File: config.mk
export PLATFORM = sky130hd
export DESIGN_NAME = rom_sequencer_flat
export DESIGN_NICKNAME = d
export VERILOG_FILES = /design/src/rtl/rom_sequencer_if.sv /design/src/rtl/rom_sequencer.sv /design/src/flat_wrapper.sv
export SDC_FILE = /design/constraint.sdc
export NUM_CORES = 1
export LEC_CHECK = 0
export CORE_MARGIN = 4
export CORE_UTILIZATION = 39
export CTS_CLUSTER_SIZE = 24
export DETAILED_ROUTE_END_ITERATION = 7
export PLACE_DENSITY = 0.81
export SLEW_MARGIN = 20
export SYNTH_ARGS = -nofsm -noshare
export SYNTH_HDL_FRONTEND = slang
export SYNTH_SLANG_ARGS = --single-unit
File: constraint.sdc
create_clock -name clk -period 1.4 [get_ports clk]
set_input_delay 0.28 -clock clk [delete_from_list [all_inputs] [get_ports clk]]
set_output_delay 0.28 -clock clk [all_outputs]
set_load 0.02 [all_outputs]
File: src/rtl/rom_sequencer_if.sv
// Instruction bus from the ROM sequencer to the mode select mux.
// master drives cpu_a/cpu_b/cpu_opcode/cpu_valid; slave observes them.
interface rom_sequencer_if;
    logic [7:0] cpu_a;
    logic [7:0] cpu_b;
    logic [2:0] cpu_opcode;
    logic       cpu_valid;

    modport master (
        output cpu_a,
        output cpu_b,
        output cpu_opcode,
        output cpu_valid
    );

    modport slave (
        input cpu_a,
        input cpu_b,
        input cpu_opcode,
        input cpu_valid
    );
endinterface

File: src/rtl/rom_sequencer.sv
// Built-in ROM program source for CPU mode 1: steps pc through a 16-entry ROM.
// Ports: clk, reset (sync, active-high), mode, start, pause, bus (master), pc, done.
module rom_sequencer #(
    parameter int PROG_LEN    = 8,
    parameter int STEP_CYCLES = 4,
    parameter bit LOOP        = 1'b0
) (
    input  logic            clk,
    input  logic            reset,
    input  logic            mode,
    input  logic            start,
    input  logic            pause,
    rom_sequencer_if.master bus,
    output logic [3:0]      pc,
    output logic            done
);
    localparam int CW = (STEP_CYCLES > 1) ? $clog2(STEP_CYCLES) : 1;
    localparam logic [CW-1:0] CNT_LOAD = CW'(STEP_CYCLES - 1);
    localparam logic [CW-1:0] CNT_ONE  = CW'(1);
    localparam logic [3:0]    LAST     = 4'(PROG_LEN - 1);

    typedef enum logic [1:0] {
        IDLE,
        FETCH,
        HOLD,
        DONE
    } state_t;

    state_t        state_q, state_d;
    logic [3:0]    pc_q, pc_d;
    logic [CW-1:0] cnt_q, cnt_d;
    logic [7:0]    a_q, a_d;
    logic [7:0]    b_q, b_d;
    logic [2:0]    op_q, op_d;
    logic          valid_q, valid_d;

    logic [7:0]    rom_a;
    logic [7:0]    rom_b;
    logic [2:0]    rom_op;

    always_comb begin
        rom_op = pc_q[2:0];
        rom_a  = 8'h10 + {4'h0, pc_q};
        rom_b  = {pc_q, 4'h3};
    end

    always_ff @(posedge clk) begin
        if (reset) begin
            state_q <= IDLE;
            pc_q    <= '0;
            cnt_q   <= '0;
            a_q     <= '0;
            b_q     <= '0;
            op_q    <= '0;
            valid_q <= 1'b0;
        end else begin
            state_q <= state_d;
            pc_q    <= pc_d;
            cnt_q   <= cnt_d;
            a_q     <= a_d;
            b_q     <= b_d;
            op_q    <= op_d;
            valid_q <= valid_d;
        end
    end

    always_comb begin
        state_d = state_q;
        pc_d    = pc_q;
        cnt_d   = cnt_q;
        a_d     = a_q;
        b_d     = b_q;
        op_d    = op_q;
        valid_d = 1'b0;

        if (!mode) begin
            // Leaving ROM mode clears everything so the mux sees a quiet bus.
            state_d = IDLE;
            pc_d    = '0;
            cnt_d   = '0;
            a_d     = '0;
            b_d     = '0;
            op_d    = '0;
        end else begin
            unique case (state_q)
                IDLE: begin
                    pc_d = '0;
                    if (start) begin
                        state_d = FETCH;
                    end
                end
                FETCH: begin
                    a_d     = rom_a;
                    b_d     = rom_b;
                    op_d    = rom_op;
                    cnt_d   = CNT_LOAD;
                    valid_d = 1'b1;
                    state_d = HOLD;
                end
                HOLD: begin
                    if (pause) begin
                        state_d = HOLD;
                    end else if (cnt_q != '0) begin
                        cnt_d = cnt_q - CNT_ONE;
                    end else if (pc_q != LAST) begin
                        pc_d    = pc_q + 4'd1;
                        state_d = FETCH;
                    end else if (LOOP) begin
                        pc_d    = '0;
                        state_d = FETCH;
                    end else begin
                        state_d = DONE;
                    end
                end
                DONE: begin
                    if (start) begin
                        pc_d    = '0;
                        state_d = FETCH;
                    end
                end
                default: begin
                    state_d = IDLE;
                end
            endcase
        end
    end

    assign bus.cpu_a      = a_q;
    assign bus.cpu_b      = b_q;
    assign bus.cpu_opcode = op_q;
    assign bus.cpu_valid  = valid_q;
    assign pc             = pc_q;
    assign done           = (state_q == DONE);
endmodule

File: src/flat_wrapper.sv
// flat-port wrapper written by rule: the top's interface ports become plain ports
module rom_sequencer_flat 
#(
    parameter int PROG_LEN    = 8,
    parameter int STEP_CYCLES = 4,
    parameter bit LOOP        = 1'b0
)
  (clk, reset, mode, start, pause, pc, done, bus_cpu_a, bus_cpu_b, bus_cpu_opcode, bus_cpu_valid);
  rom_sequencer_if bus_i ();
  input  logic clk;
  input  logic reset;
  input  logic mode;
  input  logic start;
  input  logic pause;
  output logic [3:0] pc;
  output logic done;
  output wire logic [$bits(bus_i.cpu_a)-1:0] bus_cpu_a;
  output wire logic [$bits(bus_i.cpu_b)-1:0] bus_cpu_b;
  output wire logic [$bits(bus_i.cpu_opcode)-1:0] bus_cpu_opcode;
  output wire logic [$bits(bus_i.cpu_valid)-1:0] bus_cpu_valid;
  assign bus_cpu_a = bus_i.cpu_a;
  assign bus_cpu_b = bus_i.cpu_b;
  assign bus_cpu_opcode = bus_i.cpu_opcode;
  assign bus_cpu_valid = bus_i.cpu_valid;
  rom_sequencer #(.PROG_LEN(PROG_LEN), .STEP_CYCLES(STEP_CYCLES), .LOOP(LOOP)) u_core (.clk(clk), .reset(reset), .mode(mode), .start(start), .pause(pause), .bus(bus_i), .pc(pc), .done(done));
endmodule
# Word level (Yosys, flattened, before mapping)
# Cells that the tools add are included.
# classes
addsub	3
n_eq_ne	11
muxes	14
n_bitwise	1
reduce_logical	9
# ops
cell	count
2-to-1 mux 4 bit	4
2-to-1 mux 2 bit	6
case mux 4 bit (3 select lines)	1
adder 5 x 4 -> 6 bit (first input constant)	1
inequality test 2 x 1 -> 1 bit (second input constant)	3
inequality test 2 bit (second input constant)	3
case mux 2 bit (3 select lines)	1
AND reduction 5 bit	1
adder 4 x 1 -> 4 bit (second input constant)	1
== test 2 bit (second input constant)	2
inequality test 4 x 3 -> 1 bit (second input constant)	1
case mux 2 bit (2 select lines)	1
nonzero test 2 bit	2
OR reduction 2 bit	2
inequality test 3 bit (second input constant)	1
AND reduction 3 bit	1
nonzero test 3 bit	1
== test 2 x 1 -> 1 bit (second input constant)	1
zero test 2 bit	1
AND reduction 2 bit	1
subtractor 2 x 1 -> 2 bit (second input constant)	1
2-to-1 mux 1 bit	1
inverter 1 bit	1
# word_totals
reg_bits	26
in_bits	5
output_inout_bits	25
wordCells	45

# Logic depth before layout (Yosys ltp)
# depth
depth_word	5
mapped_depth	6

# Least setup slack after synthesis
# No wires, ideal clock.
# synth_path
path_kind	reg2reg
from	register u_core.state_q[0]
to	register u_core.state_q[0]
setup_ns	0.063
t_arrival_ns	1.348
path_slack_ns	-0.010
path_stages_with_launch	7
path_buffers	0
synth_period_minus_slack_ns	1.410
cell_sequence	dfxtp_1 inv_1 ha_1 nor3b_4 a21oi_2 mux2_4 nor2_2
# synth_via
elab_chain_cells	4
word_cells_on_any_way	9
classes_between	eq/ne: 5; mux: 1; reduce/logical: 3
# synth_rtl
element	line_no	source
from (decl)	rom_sequencer.sv:29	state_t state_q, state_d;
from (signal assigned)	rom_sequencer.sv:57	state_q <= state_d;
== test 2 bit / zero test 2 bit (equally long branches)	rom_sequencer.sv:85	unique case (state_q)
OR reduction 2 bit (no source line)	n/a	
inequality test 2 x 1 -> 1 bit (no source line)	n/a	
AND reduction 2 bit (no source line)	n/a	
# Parallel ways exist; a longest one is shown, timed or not.
# A chain may end at the register's enable or synchronous reset.

# Final worst setup path
# layout_path
from	register u_core.state_q[1]
to	register u_core.pc_q[0] (netlist: u_core.pc[0])
# layout_via
elab_chain_cells	3
word_cells_on_any_way	10
classes_between	eq/ne: 6; mux: 1; reduce/logical: 3
# layout_rtl
element	line_no	source
== test 2 bit / zero test 2 bit (equally long branches)	rom_sequencer.sv:85	
inequality test 2 bit (no source line) (tied with other cells)	n/a	
AND reduction 5 bit (no source line)	n/a	
to (signal assigned)	rom_sequencer.sv:58	pc_q <= pc_d;
to (decl)	rom_sequencer.sv:30	logic [3:0] pc_q, pc_d;
# Parallel ways exist; a longest one is shown, timed or not.

==> metrics.md <==
| Metric | Value |
|---|---|
| Status | finished with violations |
| Failing checks | negative setup slack |
| WP data required | 1570 ps |
| Crit share post-route | 101% |
| Routed vias | 722 |
| GRT Total Usage | 13.7% |
| RR Endpoint | u_core.pc[0] |
| Final setup TNS | -20.0 ps |
| CORE AREA | 0.00202 mm2 |
| Largest net degree at the start of global routing | 10 |
| Die Y | 54.6 um |
| Leakage power total | 0.569 nW |
| Synth Register Bits | 14 |
| Vias per cell | 4.85 |
| CTS tree | yes |
| Vias in the first global route | 652 |
| Syn Inst Count | 94 |
| Row Count | 16 |
| Hold WC Path Type | reg -> reg |
| Antenna-violating nets left | 0 |
| Setup ws final | -15.5 ps |
| Initial Utilization | 42.0% |
| Register-to-register setup slack | -20 ps |
| Clk_lat worst skew | 280 ps |
| Die Area | 0.00299 mm2 |
| Commonest non-fill, non-tap cell in the layout | dlygate4sd2_1 |
| Crit path max fanout | 4 |
| Hpwl dp | 1390 um |
| Residual DRC count | 0 |
| CTS clk-pin slew, worst paths | 90 ps |
| Die Width | 54.6 um |
| Critical path's largest stage delay | 370 ps |
| Final setup violation count | 2 |
| Total routed wirelength | 1890 um |
| Peak supply drop | 431 uV |
| Critical path buffers and inverters | 1 |
| Unrepaired setup endpoints after global routing | true |
| Root buf cell | clkbuf_4 |
| Async S/R FF share, synth | 0% |
| Fmax | 706 MHz |
| Max Cap Violations | 0 |
| Layout cells sized above 1 | 30.3% |
| Syn Area/Cell | 9.02 um2 |
| Startpoint types | register |
| Global-route wire length before repair | 2910 um |
| Clock Path Buffers | 2 |
| Synth Warn # | 0 |
| EDFF count, synth | 0 |
| Pwr Density | 721 mW/mm2 |
| Clk sink count | 14 |
| Crit path capture | u_core.pc[0] |
| Design Power | 872 uW |
| Routability congestion estimate | 0.758 |
| CP arrival | 1580 ps |
| Most frequent cells in the layout | dlygate4sd2_1 (19), buf_4 (12), dfxtp_1 (11), nor2_1 (7) |
| Final Max Slew Viols | 0 |
| IO buf count | 24 |
| Diodes inserted | 0 |
| WL/cell | 12.7 um |
| First drt pass iteration count | 4 |
| Crit path max-delay cell type | dfxtp_4 |
| Netlist Area Pre-Place | 848 um2 |
| CP Class | reg -> reg |
| Top-area cell type share of the netlist area | 33.0% |
| Post-layout min period | 1420 ps |
| TritonCTS Buffers | 3 |
| Main flop type after synthesis | dfxtp_1 |
| Crit path max-delay family | compound AO/OA/AOI/OAI gates |
| Endpoint class of the critical path | register |
| Fin util | 59.8% |
| Worst Skew | 7.75 ps |
| Syn-to-layout area delta | 42.6% |
| Ranking of synthesized cells by area | dfxtp_1 (33%), buf_4 (12%), ha_1 (8.8%) |
| Initial antenna violation count | 0 |
| Post-Place Worst Slack | -276 ps |
| Ports | 30 |
| Synth area leader | dfxtp_1 |
| Cell depth of the worst setup path | 5 |
| Distinct cell type count after synthesis | 34 |
| Final Hold Vio Count | 0 |
| Layout net count | 134 |
| Post-synthesis sequential area ratio | 33.0% |
| Worst r2r src | u_core.state_q[1] |
| Grt ovf | 0 |
| Drt first-iter violations | 3 |
| R2R cell count | 5 |
| CTS HTree Levels | 1 |
| Crit. Startpoint | u_core.state_q[1] |
| CP Cell Sequence | ha_4, buf_6, a221oi_4, o21a_1, o22ai_2 |
-- power by group --
group / internal (mW) / switching [mW]
Clock: 0.158 / 0.134
Combinational: 0.0817 / 0.0872
Sequential: 0.404 / 0.00780
Total: 0.644 / 0.229
-- worst min path at each step --
stage / start / to / slack, ps / cells past startpoint
detailed placement: u_core.bus.cpu_b[1] / u_core.bus.cpu_b[1] / 490 / 2
CTS: u_core.bus.cpu_b[1] / u_core.bus.cpu_b[1] / 500 / 2
finish: u_core.bus.cpu_b[1] / u_core.bus.cpu_b[1] / 490 / 2
floorplan: u_core.cnt_q[0] / u_core.cnt_q[0] / 500 / 1
global placement: u_core.bus.cpu_b[1] / u_core.bus.cpu_b[1] / 480 / 2
global route: u_core.bus.cpu_b[1] / u_core.bus.cpu_b[1] / 520 / 2
-- per-layer routing --
metal  track usage [%]  share of wire (%)
met4              4.98               0.74
met1              14.8                 41
met2              26.0                 51
met5                 0                  0
met3              2.45                7.0
-- cell families (layout without fill, tap and decap cells) --
family,count (synthesis),count (layout),synth area share (%)
AO/OA/AOI/OAI,15,15,13.1
other,1,5,0.442
AND/OR/NAND/NOR,29,29,20.4
adder cells (fa/ha/maj),6,6,8.85
multiplexers,6,6,7.67
buffers and inverters,23,47,16.5
flip-flops,14,14,33.0
-- area by class of cell --
| cell class | instances | area (um2) |
|---|---|---|
| fill | 191 | 812 |
| multi-input combinational | 61 | 513 |
| timing repair buffer | 37 | 313 |
| sequential | 14 | 289 |
| clock buffer | 4 | 36.3 |
| tap | 27 | 33.8 |
| inverter | 6 | 25.0 |
-- sequential cells by signal (all words and copies together), names as in the netlist --
register / cells
u_core.pc: 4
u_core.bus.cpu_b: 2
u_core.bus.cpu_opcode: 2
u_core.cnt_q: 2
u_core.state_q: 2
u_core.bus.cpu_a: 1
u_core.bus.cpu_valid: 1
-- synthesized netlist by cell type (all sizes together) (2+ instances only) --
master  instances
mux2i           5
nand2           4
nor3            3
dfxtp          14
o22ai           2
and2b           2
clkbuf          2
inv             6
buf            15
nor2            8
a21oi           5
nand2b          3
nand3           3
ha              6
nor2b           2
-- timing repair --
item | CTS | global route
buffers inserted | 2 | 1
pin swaps | 4 | 8
gates resized for setup | 35 | 6
setup endpoints to repair | 26 | 7
hold buffers | 0 | 0
-- through the flow --
stage	instances	hold slack [ps]	cell area, um2
2_1_floorplan	98	505	866
3_3_place_gp	142	483	1100
3_5_place_dp	142	495	1100
4_1_cts	148	502	1190
5_1_grt	149	524	1210
6_report	149	495	1210
-- worst register-to-register path: cells and delay by family (launching register included) --
kind | cells | cell delay [ps]
flip-flops | 1 | 370
AO/OA/AOI/OAI | 3 | 650
adder cells (fa/ha/maj) | 1 | 160
buffers and inverters | 1 | 120
No activity file was read; power rests on OpenSTA's default activity.
